$ cat config.mk
export PLATFORM = sky130hd
export DESIGN_NAME = sync_fifo_v2
export DESIGN_NICKNAME = d
export VERILOG_FILES = /design/src/rtl/sync_fifo_v2.sv
export SDC_FILE = /design/constraint.sdc
export NUM_CORES = 1
export LEC_CHECK = 0
export ABC_AREA = 1
export BUFFER_PORTS_ARGS = -buffer_cell sky130_fd_sc_hd__buf_2
export CORE_ASPECT_RATIO = 1.1
export CORE_MARGIN = 2
export CORE_UTILIZATION = 35
export CTS_BUF_LIST = sky130_fd_sc_hd__clkbuf_4 sky130_fd_sc_hd__clkbuf_8
export DETAILED_ROUTE_END_ITERATION = 12
export GPL_ROUTABILITY_DRIVEN = 1
export PLACE_DENSITY_LB_ADDON = 0.25
export SYNTH_ARGS = -nofsm -noshare
export SYNTH_HDL_FRONTEND = slang
export SYNTH_SLANG_ARGS = --single-unit
$ cat constraint.sdc
create_clock -name clk -period 2.7 [get_ports clk]
set_clock_uncertainty 0.1 [all_clocks]
set_input_delay 0.405 -clock clk [delete_from_list [all_inputs] [get_ports clk]]
set_output_delay 0.405 -clock clk [all_outputs]
set_load 0.02 [all_outputs]
$ cat src/rtl/sync_fifo_v2.sv
// Single-clock FIFO using every one of its 2**ADDR_WIDTH entries.
// Provides an occupancy count, threshold flags, error pulses, a flush input and an optional FWFT read port.
module sync_fifo_v2 #(
  parameter int DATA_WIDTH = 8,
  parameter int ADDR_WIDTH = 5,
  parameter bit FWFT       = 1'b0,
  parameter int AF_THRESH  = (2 ** ADDR_WIDTH) - 2,
  parameter int AE_THRESH  = 2
) (
  input  logic                  clk,
  input  logic                  reset,
  input  logic                  clear,
  input  logic                  Wr_enable,
  input  logic [DATA_WIDTH-1:0] data_in,
  input  logic                  Read_enable,
  output logic [DATA_WIDTH-1:0] data_out,
  output logic                  full,
  output logic                  empty,
  output logic                  almost_full,
  output logic                  almost_empty,
  output logic [ADDR_WIDTH:0]   count,
  output logic                  overflow,
  output logic                  underflow
);

  localparam int DEPTH = 2 ** ADDR_WIDTH;
  localparam logic [ADDR_WIDTH:0] AF_LVL = (ADDR_WIDTH + 1)'(AF_THRESH);
  localparam logic [ADDR_WIDTH:0] AE_LVL = (ADDR_WIDTH + 1)'(AE_THRESH);

  logic [ADDR_WIDTH:0]   wr_ptr_reg;
  logic [ADDR_WIDTH:0]   rd_ptr_reg;
  logic [ADDR_WIDTH:0]   count_reg;
  logic                  overflow_reg;
  logic                  underflow_reg;
  logic [DATA_WIDTH-1:0] mem [DEPTH];
  logic                  rd_acc;
  logic                  wr_acc;
  logic [ADDR_WIDTH-1:0] wr_addr;
  logic [ADDR_WIDTH-1:0] rd_addr;

  assign wr_addr = wr_ptr_reg[ADDR_WIDTH-1:0];
  assign rd_addr = rd_ptr_reg[ADDR_WIDTH-1:0];

  // The extra MSB on each pointer tells a full ring apart from an empty one.
  assign empty = (wr_ptr_reg == rd_ptr_reg);
  assign full  = (wr_addr == rd_addr) && (wr_ptr_reg[ADDR_WIDTH] != rd_ptr_reg[ADDR_WIDTH]);

  assign almost_full  = (count_reg >= AF_LVL);
  assign almost_empty = (count_reg <= AE_LVL);
  assign count        = count_reg;
  assign overflow     = overflow_reg;
  assign underflow    = underflow_reg;

  // A read in the same cycle frees a slot, so a full FIFO can still take a write.
  assign rd_acc = Read_enable & ~empty;
  assign wr_acc = Wr_enable & (~full | rd_acc);

  always_ff @(posedge clk or negedge reset) begin
    if (!reset) begin
      wr_ptr_reg    <= '0;
      rd_ptr_reg    <= '0;
      count_reg     <= '0;
      overflow_reg  <= 1'b0;
      underflow_reg <= 1'b0;
    end else if (clear) begin
      wr_ptr_reg    <= '0;
      rd_ptr_reg    <= '0;
      count_reg     <= '0;
      overflow_reg  <= 1'b0;
      underflow_reg <= 1'b0;
    end else begin
      if (wr_acc) wr_ptr_reg <= wr_ptr_reg + 1'b1;
      if (rd_acc) rd_ptr_reg <= rd_ptr_reg + 1'b1;
      case ({wr_acc, rd_acc})
        2'b10:   count_reg <= count_reg + 1'b1;
        2'b01:   count_reg <= count_reg - 1'b1;
        default: count_reg <= count_reg;
      endcase
      overflow_reg  <= Wr_enable & ~wr_acc;
      underflow_reg <= Read_enable & ~rd_acc;
    end
  end

  genvar gi;
  generate
    for (gi = 0; gi < DEPTH; gi++) begin : g_word
      always_ff @(posedge clk or negedge reset) begin
        if (!reset) begin
          mem[gi] <= '0;
        end else if (wr_acc && !clear && (wr_addr == ADDR_WIDTH'(gi))) begin
          mem[gi] <= data_in;
        end
      end
    end

    if (FWFT) begin : g_fwft
      assign data_out = mem[rd_addr];
    end else begin : g_std
      logic [DATA_WIDTH-1:0] dout_reg;
      always_ff @(posedge clk or negedge reset) begin
        if (!reset) begin
          dout_reg <= '0;
        end else if (rd_acc && !clear) begin
          dout_reg <= mem[rd_addr];
        end
      end
      assign data_out = dout_reg;
    end
  endgenerate

endmodule

==> results by stage, run 1 <==
Timing:
- Based on the critical path, the design can be clocked at up to 400 MHz.
- For the pin with the worst max-slew slack, the measured transition is between 0.7 and 0.8 ns.
- The final number of max-transition violations is 0.
- Measured against its own limit, the worst slew margin works out to 0.513.
- The number of failing hold endpoints at the final stage came to 0.
- Setup violations remaining at the end of the flow were counted as 0.
- The share of the clock period used by the worst path is 0.927.
- Counting I/O delays and the setup requirement, the final critical path takes ~2.5 ns.
- Setup slack closes at 0.198 ns.

Setup path:
- The worst flop-to-flop path endpoint is count[4]$_DFFE_PN0P_.
- The worst-path maximum fanout is 5.
- The worst register-to-register path has a depth of 16.
- In this run the critical register-to-register path is launched from wr_ptr_reg[1]$_DFFE_PN0P_.
- The library cell contributing the largest single delay on the critical path is dfrtp_1.
- The timing startpoint of the critical path is wr_ptr_reg[1]$_DFFE_PN0P_.
- STA classifies the critical path endpoint as a flop.
- The kind of cell with the highest combined delay along the critical path is simple AND/OR/NAND/NOR gates.
- The arrival time reported for the critical path endpoint is approximately 2.9 ns.
- The type of origin of the critical path is a flop.
- The required time at the worst-slack endpoint is around 3 ns.
- The highest cell delay on the worst timing path is slightly above 0.4 ns.
- Among the stages of the critical path, the cell type that occurs most often is nand2_1.
- In this run the number of cells on the critical path is 16.
- The critical path ends at count[4]$_DFFE_PN0P_.
- Walking the worst path, the cells encountered are inv_1, nand2_1, nand2_1, nor2_2, nand3_1, nand3_2, inv_1, fa_1, nand2_1, inv_1, o21ai_0, nand2_1, xnor2_1, nor2_1, nand2_1, o21ai_0.
- The critical path start-end classification is reg2reg.
- In this run the register-to-register setup slack is between 0.15 and 0.2 ns.
- Together, buffers and inverters on the worst path number 3.

Clocking:
- TritonCTS built the clock tree.
- For the worst-skew pair, the clock arrives at the later sink with an insertion delay of 0.60 ns.
- TritonCTS created roughly 50 clock buffers.
- In this run the deepest clock path goes through 3 buffers.
- The clock transition at the register clock pins on the worst setup and hold paths after CTS is 0.06 ns.
- The H-tree was split into 2 levels.
- The total clock sinks is 284.
- In this run the clock root is driven by a clkbuf_8.

Cells and area:
- Leaving out fill and tap cells, the most frequent cell in the layout is nand2_1.
- The flip-flop and latch area is between 0.007 and 0.008 sq mm.
- Once layout is complete, the cells apart from fillers number around 2200.
- The filler cells instantiated in the layout total 3969.
- mem holds more flip-flops than any other register.
- The ratio of cells with drive above 1 in the final layout is 0.120.
- In the layout the commonest cells are 473 x nand2_1, 282 x dfrtp_1, 270 x o21ai_0, 120 x nor2_1, 114 x nand3_1.
- The multi-input combinational cells in the finished layout cover a total of around 0.0056 sq mm.
- From synthesis to final layout, the design area changed by 14.3%.
- The final net count is between 1500 and 2000.
- The flip-flop count of the largest register, all copies and words added is between 200 and 300.

Routing:
- The detailed-router iteration count before antenna repair is 7.
- The first routing iteration left approximately 940 violations.
- After detailed routing, the number of remaining DRC violations is 0.
- The via count is between 10000 and 15000.
- The detailed-route wire length per cell is 18.2 um.
- The ratio of routed vias to standard cells is roughly 5.2.
- The overall routed net length is roughly 41000 um.
- The detail route stage leaves a number of antenna-violating nets equal to 0.

Synthesis:
- Of the total synthesized cell area, the portion taken by AND, OR, NAND and NOR gates is 0.233.
- The distinct cell type count after synthesis is 33.
- Among all flip-flop cells after synthesis, the most frequent one is dfrtp_1.
- Counting flops with an async set or reset pin after synthesis yields a share of 1.00.
- The synthesized design contains 0 enable-type register cells.
- Measured against the total synthesized area, the mux share comes to 0.
- After technology mapping, the gate count stands at approximately 1700.
- The XOR/XNOR share of the synthesized area is 0.00130.
- The compound-gate portion of the synthesized area was 0.168.
- The adder-cell share of the synthesized area is 0.0117.
- The synthesized net count is 1677.
- By area, the combinational part of the netlist is dominated by simple AND/OR/NAND/NOR gates.
- The total number of yosys warnings is 0.
- The netlist area before placement is 0.0135 sq mm.
- Of the synthesized area, sequential elements account for 0.526.
- The synthesized design contains approximately 280 register bits.
- After synthesis, the mean cell area works out to 8.19 sq um.

Power:
- The internal power contribution is 0.00748 W.
- The part of the total power dissipated in combinational logic is 0.166.
- The analysis attributes to cell leakage a power of roughly 7.0 nW.
- Of the total power, the share spent switching nets is 0.301.
- The clock power share is 0.389.
- The total power per unit cell area is approximately 700 mW/mm^2.
- For this design the total switching power over the nets is ~0.0032 W.
- The worst-case IR drop observed on VDD is between 0.3 and 0.4 mV.
- The share of total power dissipated in sequential elements is 0.445.

Global routing:
- The initial antenna violation count is 1.
- For met2 alone, demand over resource in global routing was 0.319.
- The remaining global-route overflow is 0.
- The layer carrying the most global-route usage is met2.
- For this run, global-route usage on met1 was measured as 0.290.
- The pin count of the biggest net entering global routing is roughly 130.
- The first global-routing pass estimated 64100 um of wire.
- For this run, the total global-route usage over all layers was measured as 0.206.
- The number of global-route vias before repair is 11056.
- For met3 alone, demand over resource in global routing was 0.0360.

Die:
- For this configuration, the core starts out at a cell density of 0.355.
- The count of standard-cell rows is 75.
- The floorplan step defined a die boundary enclosing approximately 0.040 sq mm.
- The count of boundary I/O pins is 33.
- The core outline area is approximately 0.038 sq mm.
- In this run the vertical extent of the chip is 210 um.
- The width of the die is about 190 um.

Placed design:
- Detailed placement ended at an HPWL of ~26000 um.
- The final weighted congestion in routability-driven placement is between 0.8 and 0.9.
- OpenSTA, run right after detailed placement, puts the worst setup slack at 0.124 ns.
- Once placement completed, the tool counted placed cells totaling approximately 2100.
- Buffers placed on the I/O ports in this run total 32.

Status:
- The flow ran to the end, and the final reports show no timing, DRC or antenna violations.

Min path:
- The worst hold-check path type is in2reg.

Flow run:
- The total of max-cap violations is 0.
[per-stage QoR]
| stage | utilization | TNS, ns | instance area, sq um | total power, W | hold slack (ns) |
|---|---|---|---|---|---|
| floorplan | - | 0 | 13500 | 0.00577 | 0.00941 |
| CTS | 0.404 | 0 | 15400 | 0.0108 | 0.0792 |
| finish | 0.406 | 0 | 15500 | 0.0107 | 0.112 |
| global placement | 0.373 | 0 | 14200 | 0.00656 | 0.243 |
| detailed placement | 0.373 | 0 | 14200 | 0.00658 | 0.241 |
| global route | 0.406 | -0.00105 | 15500 | 0.0112 | 0.123 |
[worst min-delay path by stage]
stage                    from                    to  slack [ns]  cells past startpoint
floorplan               reset  count[0]$_DFFE_PN0P_       0.009                      0
global placement        reset  mem[204]$_DFFE_PN0P_        0.24                      1
detailed placement      reset  mem[204]$_DFFE_PN0P_        0.24                      1
CTS                 Wr_enable  count[5]$_DFFE_PN0P_        0.08                      4
global route        Wr_enable  count[5]$_DFFE_PN0P_        0.12                      4
finish              Wr_enable  count[5]$_DFFE_PN0P_        0.11                      4
[power groups by stage]
| stage | clock, W | sequential, W | combinational, W |
|---|---|---|---|
| global route | 0.00445 | 0.00479 | 0.00198 |
| global placement | 0 | 0.00481 | 0.00175 |
| floorplan | 0 | 0.00484 | 0.000928 |
| CTS | 0.00426 | 0.00475 | 0.00178 |
| finish | 0.00417 | 0.00476 | 0.00178 |
| detailed placement | 0 | 0.00482 | 0.00176 |
[synthesized netlist by cell type (2+ instances only)]
master | count | area (sq um)
inv_4 | 3 | 18.8
o211ai_1 | 24 | 180
nor2_2 | 3 | 18.8
buf_6 | 11 | 124
o21bai_1 | 8 | 60.1
buf_2 | 26 | 130
clkbuf_1 | 63 | 236
nand2_1 | 473 | 1780
o22ai_1 | 2 | 12.5
nand4_1 | 11 | 68.8
a21oi_1 | 32 | 160
o21ai_0 | 270 | 1350
buf_1 | 10 | 37.5
nand3_4 | 10 | 175
nand3_2 | 2 | 20.0
a31oi_1 | 8 | 50.1
nor3_1 | 5 | 25.0
inv_2 | 4 | 15.0
nor2_4 | 2 | 22.5
o21ai_1 | 87 | 435
dfrtp_1 | 284 | 7110
buf_4 | 7 | 52.6
nor2_1 | 121 | 454
xnor2_1 | 2 | 17.5
inv_1 | 52 | 195
nand3_1 | 115 | 576
ha_1 | 11 | 138
[layer usage]
layer / up-vias / routed length [um]
li1: 5558 / -
met5: - / 0
met2: 310 / 18500
met1: 5527 / 18600
met4: 0 / 1120
met3: 62 / 2350
[repair_timing]
| action | in CTS | in global routing |
|---|---|---|
| buffers inserted | 0 | 3 |
| hold buffers | 12 | 0 |
| endpoints found under the setup margin | 0 | 8 |
| endpoints found under the hold margin | 56 | 0 |
| gates resized for setup | 0 | 4 |
[tightest hold or removal path: stages]
cell and delay, ns:
buf_2 0.10, nand3_1 0.11, nand4_1 0.09, nand2_1 0.05
[cell families after synthesis]
family,Yosys count
AND/OR/NAND/NOR,744
AO/OA/AOI/OAI,433
flip-flops,284
buffers and inverters,177
adder cells (fa/ha/maj),12
XOR/XNOR,2
[final cells by class]
type | count | share of cell area
diodes | 1 | 0.000162
clock buffers | 85 | 0.0668
clock inverters | 5 | 0.00178
inverters | 59 | 0.0150
multi-input cells | 1191 | 0.363
flip-flops and latches | 284 | 0.460
well taps | 500 | 0.0405
repair buffers | 97 | 0.0526
Note: power is estimated with default switching activity, not from simulation.
==> inputs of run 2 (changes only) <==
ABC_AREA = 0   (was 1)
TNS_END_PERCENT = 30   (was default)
==> run 2 against run 1 <==
Effect of this change:
- clock power about the same
- non-clock buffer count increased by 23
- sequential power increased by 2%
- critical path type unchanged
- largest cell class unchanged
- largest power group unchanged
==> results by stage, run 2 <==
Status:
- The flow ran to the end, and the final reports show no timing, DRC or antenna violations.

Cells and area:
- For this run, the post-layout net count is approximately 1100.
- The ratio of cells with drive above 1 in the final layout is 0.507.
- The repair_antennas step left the layout with diodes totalling 0.
- From synthesis to final layout, the design area changed by 18.0%.
- The register with the most flip-flops in the layout has around 260 of them.
- The commonest non-fill, non-tap cell in the layout is dfrtp_1.
- The post-layout instance area is 0.0157 sq mm.
- In the layout the commonest cells are 282 x dfrtp_1, 245 x mux2_2, 83 x buf_4, 68 x clkbuf_8, 49 x mux2i_1.
- Ranked by flip-flop count, first place goes to mem.
- Summing all multi-input logic gate instances after layout gives around 0.0060 sq mm.
- Fill cells in the final layout number roughly 3400.
- Registers take slightly above 0.007 sq mm.

Timing:
- The achievable frequency is ~380 MHz.
- The number of failing hold endpoints at the final stage came to 0.
- Measured against its own limit, the worst slew margin works out to 0.449.
- At the pin with the least slew margin, the transition time is 0.827 ns.
- The share of the clock period used by the worst path is 0.987.
- Setup repair after global routing could not meet its margin everywhere.
- The final worst slack is approximately 0.034 ns.
- Setup violations remaining at the end of the flow were counted as 0.
- The final number of max-transition violations was 0.
- The smallest clock period supported by the final layout is computed as ~2.7 ns.
- The hold slack is 0.0762 ns.

Die:
- For this design the top-level I/O count stands at 33.
- The count of standard-cell rows is 74.
- For this configuration, the core starts out at a cell density of 0.357.
- In this run the vertical extent of the chip is about 210 um.
- The core outline area is approximately 0.037 sq mm.
- The die outline area is ~0.040 sq mm.
- The width of the die is approximately 190 um.

Synthesis:
- dfrtp_1 is the most common cell in the netlist.
- The distinct cell type count after synthesis is between 50 and 60.
- After synthesis, the mean cell area works out to ~14 sq um.
- The synthesized net count is around 960.
- After synthesis the netlist holds a flip-flop and latch count of 284.
- The post-synthesis sequential area ratio is 0.534.
- The top cell type by total area after synthesis is dfrtp_1.
- The netlist area before placement is about 0.013 sq mm.
- Of the post-synthesis cell area, the dominant cell type holds 0.534.
- By count the netlist is led by 284 x dfrtp_1, 245 x mux2_2, 49 x mux2i_1.
- The number of instances in the synthesized netlist is 932.
- In the synthesized netlist the async set-or-reset flop fraction comes to 1.00.
- Among all flip-flop cells after synthesis, the most frequent one is dfrtp_1.
- Yosys attributes the largest share of cell area to dfrtp_1 53%, mux2_2 21%, mux4_2 6.8%.
- In this run, synthesis inferred 0 flip-flops with an integrated enable.
- Yosys printed 0 warnings.

Routing:
- The pre-antenna-repair detailed-routing pass consisted of 5 iterations.
- In the routed layout, each cell is associated on average with a via count of between 5 and 6.
- The detailed-route wire length per cell is ~21 um.
- The initial detailed-routing violation count is about 330.
- For this block, the routed nets add up to 32600 um of wire.
- The via count is roughly 8200.
- The count of antenna-violating nets left after detailed routing is 0.
- The remaining routing DRC violations is 0.

Clocking:
- The latest clock arrival within the worst-skew pair is 0.56 ns.
- The root buffer selected by CTS is clkbuf_8.
- The maximum buffer depth of the clock tree is 3.
- The clock transition at the register clock pins on the worst setup and hold paths after CTS is approximately 0.060 ns.
- In this run the number of H-tree levels came out at 2.
- The CTS tree is built.
- The CTS buffer count is 49.
- Counting every sink on the clock net gives approximately 280.

Setup path:
- Data on the critical path arrives at its endpoint at slightly above 3 ns.
- The signal on the critical path passes through xnor2_2, and2_4, a311oi_4, buf_4, ha_4, o21ai_2, o21bai_1, a21oi_1, xor2_1, nor4_1, a221o_1.
- The type of origin of the critical path is a flop.
- The required time at the worst-slack endpoint is slightly above 3 ns.
- The critical path endpoint category is a flop.
- The critical path is of the reg2reg type.
- Along the worst path, the maximum fanout reaches 4.
- The slowest stage of the critical path is the dfrtp_4 cell.
- The highest cell delay on the worst timing path is between 0.4 and 0.5 ns.

Global routing:
- The total overflow left after global routing is 0.
- Entering global routing, the biggest net connects 68 pins.
- The initial antenna violation count was 1.
- The global-route wire length before repair is ~52000 um.
- The number of global-route vias before repair is between 8000 and 9000.
- For this run, the total global-route usage over all layers was measured as 0.170.

Placed design:
- The placed cell area is roughly 0.015 sq mm.
- The setup slack after placement is -0.0427 ns.
- The number of I/O port buffers is 32.
- The final weighted congestion in routability-driven placement is approximately 0.8.
- The total half-perimeter wirelength after legalization and detailed placement is roughly 21000 um.

Min path:
- The tightest min-delay check is of the in2reg type.

Power:
- The total power per unit cell area is ~700 mW/mm^2.
- The worst ir drop on vdd is 0.471 mV.
- The leakage power of the design is 7.26 nW.

Flow run:
- The tool flagged a number of max-cap violations equal to 0.
-- run 2: changes by cell type after synthesis, moves of 27 or more --
cell	change
mux2i_1	+49
o21ai_0	-252
nor2_2	+27
mux4_2	+40
o21ai_1	-87
inv_1	-47
nand2_1	-458
nor2_1	-99
nand3_1	-109
mux2_2	+245
-- run 2: metal layers --
metal | GRT usage | vias to the layer above | routed length [um]
met5 | 0 | - | 0
met1 | 0.228 | 4295 | 14700
met2 | 0.282 | 150 | 15900
li1 | - | 3685 | -
met4 | 0.0524 | 0 | 770
met3 | 0.0255 | 56 | 1220
-- run 2: power breakdown --
group / internal, W / switching [W] / leakage, nW / total [W]
Sequential: 0.00461 / 0.000247 / 3.87 / 0.00486
Combinational: 0.000977 / 0.00105 / 2.83 / 0.00202
Clock: 0.00243 / 0.00174 / 0.574 / 0.00417
-- run 2: cell type report --
cell class / instances / area share
tap: 494 / 0.0393
timing repair buffer: 120 / 0.0562
sequential: 284 / 0.452
multi-input combinational: 582 / 0.382
inverter: 6 / 0.00143
clock buffer: 83 / 0.0667
clock inverter: 4 / 0.00151
-- run 2: final timing paths --
kind | from | slack, ns | to | cells past startpoint
min in group asynchronous | reset | 0.29 | count[5]$_DFFE_PN0P_ | 2
max reg2reg | rd_ptr_reg[0]$_DFFE_PN0P_ | 0.03 | count[5]$_DFFE_PN0P_ | 11
min | Wr_enable | 0.08 | overflow$_DFF_PN0_ | 2
max in group asynchronous | reset | 1.37 | mem[170]$_DFFE_PN0P_ | 3
min reg2reg | mem[103]$_DFFE_PN0P_ | 0.38 | mem[103]$_DFFE_PN0P_ | 1
max | rd_ptr_reg[0]$_DFFE_PN0P_ | 0.03 | count[5]$_DFFE_PN0P_ | 11
-- run 2: what timing repair did --
action,CTS,global route
cloned,0,0
endpoints found under the setup margin,1,7
hold endpoints to repair,59,0
hold buffers,1,0
pin swaps,2,4
resized for setup,1,5
buffers inserted,2,1
-- run 2: cells by family after synthesis --
logic type,share of synthesized area
and+or+nand+nor,0.0456
muxes,0.321
adders and majority gates,0.0118
AOI/OAI and AO/OA,0.0549
xor gates and xnor gates,0.0125
DFF,0.534
buffers and inverters,0.0207
-- run 2: metrics by stage --
step	utilization	instances	setup TNS, ns	power (W)
final	0.421	1573	0	0.0110
after global routing	0.421	1573	-0.114	0.0116
after CTS	0.420	1572	0	0.0112
after detailed placement	0.391	1482	-0.0427	0.00694
after global placement	0.391	1482	-0.00536	0.00690
after floorplan	-	932	-0.0505	0.00627
-- run 2: worst max-delay path: cells and delay by family (launching register included) --
kind	cells	cell delay (ns)
xor+xnor	2	0.34
flops	1	0.48
simple gates	2	0.24
fa+ha+maj	1	0.20
buf+inv	1	0.19
compound gates	5	1.01
